===== config.mk =====
export PLATFORM = sky130hd
export DESIGN_NAME = axicb_round_robin_arbiter
export DESIGN_NICKNAME = d
export VERILOG_FILES = /design/src/rtl/axicb_round_robin_arbiter.sv
export SDC_FILE = /design/constraint.sdc
export NUM_CORES = 1
export LEC_CHECK = 0
export ABC_CLOCK_PERIOD_IN_PS = 2260
export CAP_MARGIN = 30
export CORE_UTILIZATION = 55
export DETAILED_ROUTE_END_ITERATION = 8
export PLACE_DENSITY = 0.78
export SYNTH_ARGS = -nofsm -noshare
export SYNTH_HDL_FRONTEND = slang
export SYNTH_SLANG_ARGS = --single-unit

===== constraint.sdc =====
create_clock -name aclk -period 2.26 [get_ports aclk]
set_input_delay 0.452 -clock aclk [delete_from_list [all_inputs] [get_ports aclk]]
set_output_delay 0.452 -clock aclk [all_outputs]
set_load 0.02 [all_outputs]

===== src/rtl/axicb_round_robin_arbiter.sv =====
// Prioritised round-robin arbiter with a registered, locked grant.
// Each priority level keeps its own rotation mask, so a level that loses to a
// higher one picks up its rotation exactly where it left off.
module axicb_round_robin_arbiter #(
  parameter int REQ_NB  = 4,
  parameter int PRIO_NB = 4,
  parameter int PRIO_W  = (PRIO_NB > 1) ? $clog2(PRIO_NB) : 1,
  parameter int ID_W    = $clog2(REQ_NB)
) (
  input  logic                     aclk,
  input  logic                     areset,
  input  logic                     srst,
  input  logic                     en,
  input  logic [REQ_NB-1:0]        req,
  input  logic [REQ_NB*PRIO_W-1:0] prio,
  input  logic                     done,
  output logic [REQ_NB-1:0]        grant,
  output logic                     grant_valid,
  output logic [ID_W-1:0]          grant_id
);

  localparam logic [PRIO_W:0]   PRIO_LIM = (PRIO_W+1)'(PRIO_NB);
  localparam logic [PRIO_W-1:0] PRIO_TOP = PRIO_W'(PRIO_NB - 1);

  typedef enum logic {IDLE, BUSY} state_t;

  state_t            state;
  logic [REQ_NB-1:0] mask [PRIO_NB];

  logic [PRIO_W-1:0] eff_prio [REQ_NB];
  logic [PRIO_W-1:0] top_lvl;
  logic [REQ_NB-1:0] cand;
  logic [REQ_NB-1:0] masked;
  logic [REQ_NB-1:0] pick;
  logic [REQ_NB-1:0] win_oh;
  logic [ID_W-1:0]   win_id;
  logic              win_found;
  logic [REQ_NB-1:0] next_mask;

  // Clamp out-of-range priority fields to the highest legal level
  always_comb begin
    for (int i = 0; i < REQ_NB; i++) begin
      eff_prio[i] = prio[i*PRIO_W +: PRIO_W];
      if ({1'b0, eff_prio[i]} >= PRIO_LIM) eff_prio[i] = PRIO_TOP;
    end
  end

  // Highest level among active requesters, and the requesters sitting at it
  always_comb begin
    top_lvl = '0;
    for (int i = 0; i < REQ_NB; i++) begin
      if (req[i] && (eff_prio[i] > top_lvl)) top_lvl = eff_prio[i];
    end
    cand = '0;
    for (int i = 0; i < REQ_NB; i++) begin
      cand[i] = req[i] && (eff_prio[i] == top_lvl);
    end
    masked = cand & mask[top_lvl];
    pick   = (|masked) ? masked : cand;
  end

  // Lowest set index of the chosen set wins, as both one-hot and binary
  always_comb begin
    win_found = 1'b0;
    win_oh    = '0;
    win_id    = '0;
    for (int i = 0; i < REQ_NB; i++) begin
      if (pick[i] && !win_found) begin
        win_found = 1'b1;
        win_oh[i] = 1'b1;
        win_id    = ID_W'(i);
      end
    end
  end

  // Rotation mask for the winning level: everything above the winner, or
  // all-ones once the winner is the top index so the rotation wraps
  always_comb begin
    next_mask = '0;
    for (int i = 0; i < REQ_NB; i++) begin
      next_mask[i] = (i > int'(win_id));
    end
    if (int'(win_id) == REQ_NB - 1) next_mask = '1;
  end

  // Grant FSM: pick a winner in IDLE, hold it untouched until done in BUSY
  always_ff @(posedge aclk or posedge areset) begin
    if (areset) begin
      state       <= IDLE;
      grant       <= '0;
      grant_valid <= 1'b0;
      grant_id    <= '0;
      for (int l = 0; l < PRIO_NB; l++) mask[l] <= '1;
    end else if (srst) begin
      state       <= IDLE;
      grant       <= '0;
      grant_valid <= 1'b0;
      grant_id    <= '0;
      for (int l = 0; l < PRIO_NB; l++) mask[l] <= '1;
    end else begin
      case (state)
        IDLE: begin
          if (en && (|req)) begin
            grant         <= win_oh;
            grant_id      <= win_id;
            grant_valid   <= 1'b1;
            mask[top_lvl] <= next_mask;
            state         <= BUSY;
          end
        end
        BUSY: begin
          if (done) begin
            grant       <= '0;
            grant_id    <= '0;
            grant_valid <= 1'b0;
            state       <= IDLE;
          end
        end
        default: state <= IDLE;
      endcase
    end
  end

endmodule


==> results of run 1 <==
[through the flow]
stage	worst slack, ps	hold WS, ps
floorplan	-2723	454.8
global placement	-3331	458.5
detailed placement	-3502	476.8
[cells by family after synthesis]
logic type                 synth area share, %
muxes                                    4.805
adders and majority gates                3.003
DFF                                      29.79
buffers and inverters                    4.144
xor gates and xnor gates                 2.102
and+or+nand+nor                          20.72
AOI/OAI and AO/OA                        35.44
==> run_results.csv, run 1 <==
group,metric,value,unit
yosys,synth_common_cells,"dfstp_2, nand2_1, inv_1, o21ai_0",
yosys,synth_top_area_share,20.18,%
floorplanning,initial_core_util,60.06,%
yosys,synth-edff-count,0,
yosys,syn_nets,239,
floorplanning,ios,24,
yosys,yosys.cell_types.count,70,
yosys,synth_cells,217,
run_status,status,"aborted with a tool error",
cts,clock_path_buffers,2,
yosys,synth_area_leader_cell,"dfstp_2",
cts,numCtsBuffers,3,
yosys,syn-cell-area,2083,sq um
floorplanning,die_w,63.55,microns
yosys,ys_seq_elements,24,
run_status,haltStage,"4_1_cts",
yosys,synth.area.top_cells,"dfstp_2, dfrtp_1, ha_1",
yosys,synth_area_per_cell,9.600,sq um
cts,cts_setup_buffers,15,
yosys,yosysMostFrequentCell,"dfstp_2",
cts,cts_hold_buf,0,
cts,clockRootBuffer,"clkbuf_8",
placement,io_buffers,23,
cts,htree_levels,1,
floorplanning,rows,21,
cts,clock-sinks,24,
placement,dp.cells,358,
cts,ctsResizeCount,97,
placement,globalplace.congestion,0.9367,
run_status,error_line,"[ERROR DPL-0038] Utilization greater than 100%, impossible to legalize",
placement,dpl.hpwl,5.584,mm
yosys,seq_area_frac_synth,29.79,%
yosys,ys_warn_count,0,
yosys,synthArstFlopShare,100.0,%
yosys,synth_flop_cell,"dfstp_2",
floorplanning,fp.dieH,63.55,microns
placement,place_area,2982,sq um
==> inputs of run 2 (changes only) <==
- CORE_UTILIZATION: 55 -> 40
- PLACE_DENSITY: 0.78 -> default
- PLACE_DENSITY_LB_ADDON: default -> 0.15
==> run_results.csv, run 2 <==
group,metric,value,unit
pwr,peakVddDrop,416.5,uV
route,routed_wl,7.530,mm
layout,mostFrequentLayoutCell,"buf_4",
layout,reg_top3,"mask x16, grant x4, grant_id x2",
pwr,clock_power_share,14.8,%
yosys,syn-cell-area,2083,sq um
placement,dp_slack,-3465,ps
route,vias,2364,
route,drc,0,
yosys,yosys.area_share.simple,20.72,%
yosys,synthAdderAreaFrac,3.003,%
yosys,synth-edff-count,0,
global_route,grt_pass1_vias,2206,
global_route,grt_overflow_total,0,
floorplanning,rows,25,
global_route,gr-usage-met3,5.556,%
cts,htree_levels,1,
placement,dpl.hpwl,4.915,mm
yosys,synth.area.top_cells,"dfstp_2, dfrtp_1, ha_1",
global_route,grt_busiest_layer,"met2",
route,wire_per_inst,18.73,microns
pwr,power_density,606.1,nW/um^2
timing,min_period,4869,ps
worst_setup_path,startpoint_type,"input pin",
route,ant_nets,0,
run_status,status,"finished, violations left",
timing,max_slew.worst_pin.slew,650.3,ps
yosys,synth_flop_cell,"dfstp_2",
floorplanning,ios,24,
worst_setup_path,critPathArrivalTime,5070,ps
floorplanning,die_w,74.17,microns
yosys,synth-compound-area-share,35.44,%
placement,globalplace.congestion,0.9072,
yosys,syn_nets,239,
flow_run,cap_violations,0,
worst_hold_path,hp-class,"reg2reg",
cts,numCtsBuffers,3,
cts,clock-sinks,24,
timing,worst_slack,-2609,ps
pwr,p_leak,1.557,nW
cts,clock_latency,270,ps
global_route,groute.usage.overall,26.83,%
cts,clk_pin_slew_worst_paths,90,ps
floorplanning,dieArea,5500,sq um
layout,fin_nets,358,
route,firstDrtPassIters,4,
worst_setup_path,cp_slowest_cell,"a2111oi_4",
worst_setup_path,cp_slowest_stage_delay,400,ps
worst_setup_path,required,2460,ps
cts,clock_path_buffers,2,
yosys,synth_area_per_cell,9.600,sq um
run_status,violations,"negative setup slack",
pwr,p_sw_share,37.58,%
cts,clockRootBuffer,"clkbuf_8",
global_route,grt_max_degree,25,
pwr,comb_power_share,60.2,%
yosys,synth_cells,217,
worst_setup_path,criticalPathCategory,"in2reg",
layout,drive_above_1_share,61.79,%
yosys,ys_warn_count,0,
layout,final_cell_mix,"buf_4, buf_6, clkdlybuf4s50_1",
global_route,grt_antenna_before_repair,0,
floorplanning,fp.dieH,74.17,microns
pwr,p_sw,0.8400,mW
route,avgViaCountPerCell,5.881,
yosys,synthXorXnorAreaFrac,2.102,%
placement,io_buffers,23,
timing,setup_viol,22,
floorplanning,initial_core_util,42.69,%
layout,syn_to_final_growth,77.06,%
timing,finalMaxSlewViolations,0,
timing,fin_setup_tns,-53080,ps
layout,largest_register,"mask",
yosys,synth_area_leader_cell,"dfstp_2",
timing,period_share,215.4,%
timing,grt_setup_unrepaired,"true",
floorplanning,core,4880,sq um
timing,max_freq,205.4,MHz
yosys,yosys.cell_types.count,70,
worst_setup_path,end_kind,"flip-flop",
global_route,use_met1,35.25,%
pwr,pwr-share-seq,25.0,%
worst_setup_path,cp_max_fo,7,
yosys,synth_common_cells,"dfstp_2, nand2_1, inv_1, o21ai_0",
timing,finalHoldViolCount,0,
layout,antenna_cells,0,
yosys,synth_mux_area_share,4.805,%
global_route,grt_pass1_wl,11.10,mm
yosys,seq_area_frac_synth,29.79,%
yosys,yosysMostFrequentCell,"dfstp_2",
yosys,synthArstFlopShare,100.0,%
yosys,synth_top_family_by_area,"compound AO/OA/AOI/OAI gates",
layout,largest_reg_flops,16,
route,drtIter0Drc,131,
pwr,p_int,1.396,mW
timing,slew_headroom,56.46,%
timing,fin_skew,4.569,ps
global_route,grt_util_met2,45.86,%
yosys,ys_seq_elements,24,
cts,cts_tree,"yes",
yosys,synth_top_area_share,20.18,%
run 2: cell counts after synthesis:
Identical to the previous run, type by type.
run 2: power by group through the flow:
| stage | Combinational [mW] | Clock [mW] | Sequential (mW) |
|---|---|---|---|
| finish | 1.35 | 0.331 | 0.559 |
| global route | 1.42 | 0.361 | 0.563 |
| CTS | 1.18 | 0.339 | 0.555 |
| detailed placement | 0.931 | 0 | 0.552 |
| global placement | 0.917 | 0 | 0.553 |
| floorplan | 0.557 | 0 | 0.556 |
run 2: worst paths after layout:
| path | start | end | slack [ps] | cells past startpoint |
|---|---|---|---|---|
| min in group asynchronous | areset | state | 530 | 3 |
| worst max register to register | mask[11] | grant_id[0] | 240 | 7 |
| worst min-delay path | grant_valid | grant_valid | 480 | 2 |
| worst min register to register | grant_valid | grant_valid | 480 | 2 |
| worst max-delay path | req[0] | mask[5] | -2610 | 25 |
| max in group asynchronous | areset | mask[0] | 1440 | 3 |
run 2: through the flow:
stage	std cells	hold WS [ps]	power (mW)	util, %	cell area (sq um)
4_1_cts	392	481.5	2.078	71.15	3472
5_1_grt	402	507.4	2.347	75.59	3689
6_report	402	478.7	2.236	75.59	3689
3_3_place_gp	374	459.9	1.470	60.87	2970
2_1_floorplan	217	454.8	1.113	-	2161
3_5_place_dp	374	460.8	1.483	60.87	2970
run 2: logic make-up after synthesis:
logic type,after synthesis
AO/OA/AOI/OAI,88
XOR/XNOR,5
adder cells (fa/ha/maj),5
buffers and inverters,18
flip-flops,24
multiplexers,9
AND/OR/NAND/NOR,68
run 2: critical path, delay by kind of cell:
| family | cells | cell delay (ps) |
|---|---|---|
| mux | 4 | 1050 |
| compound gates | 7 | 1400 |
| simple gates | 6 | 1060 |
| buf+inv | 5 | 540 |
| fa+ha+maj | 3 | 560 |
run 2: per-layer routing:
metal	wire (microns)	part of all wire [%]
met1	3170	42
met3	464	6.2
met4	199	2.6
met5	0	0
met2	3696	49
run 2: what timing repair did:
item,CTS,global route
resized for setup,85,29
buffers inserted,15,15
pin swaps,40,23
hold buffers,0,0
setup endpoints to repair,22,22
run 2: final cells by class:
| cell class | count | area [sq um] |
|---|---|---|
| sequential | 24 | 620.6 |
| inverter | 13 | 51.30 |
| timing repair buffer | 119 | 1042 |
| multi-input combinational | 175 | 1824 |
| tap | 67 | 83.83 |
| clock buffer | 4 | 66.31 |
| fill | 313 | 1191 |
No activity file was read; power rests on OpenSTA's default activity.
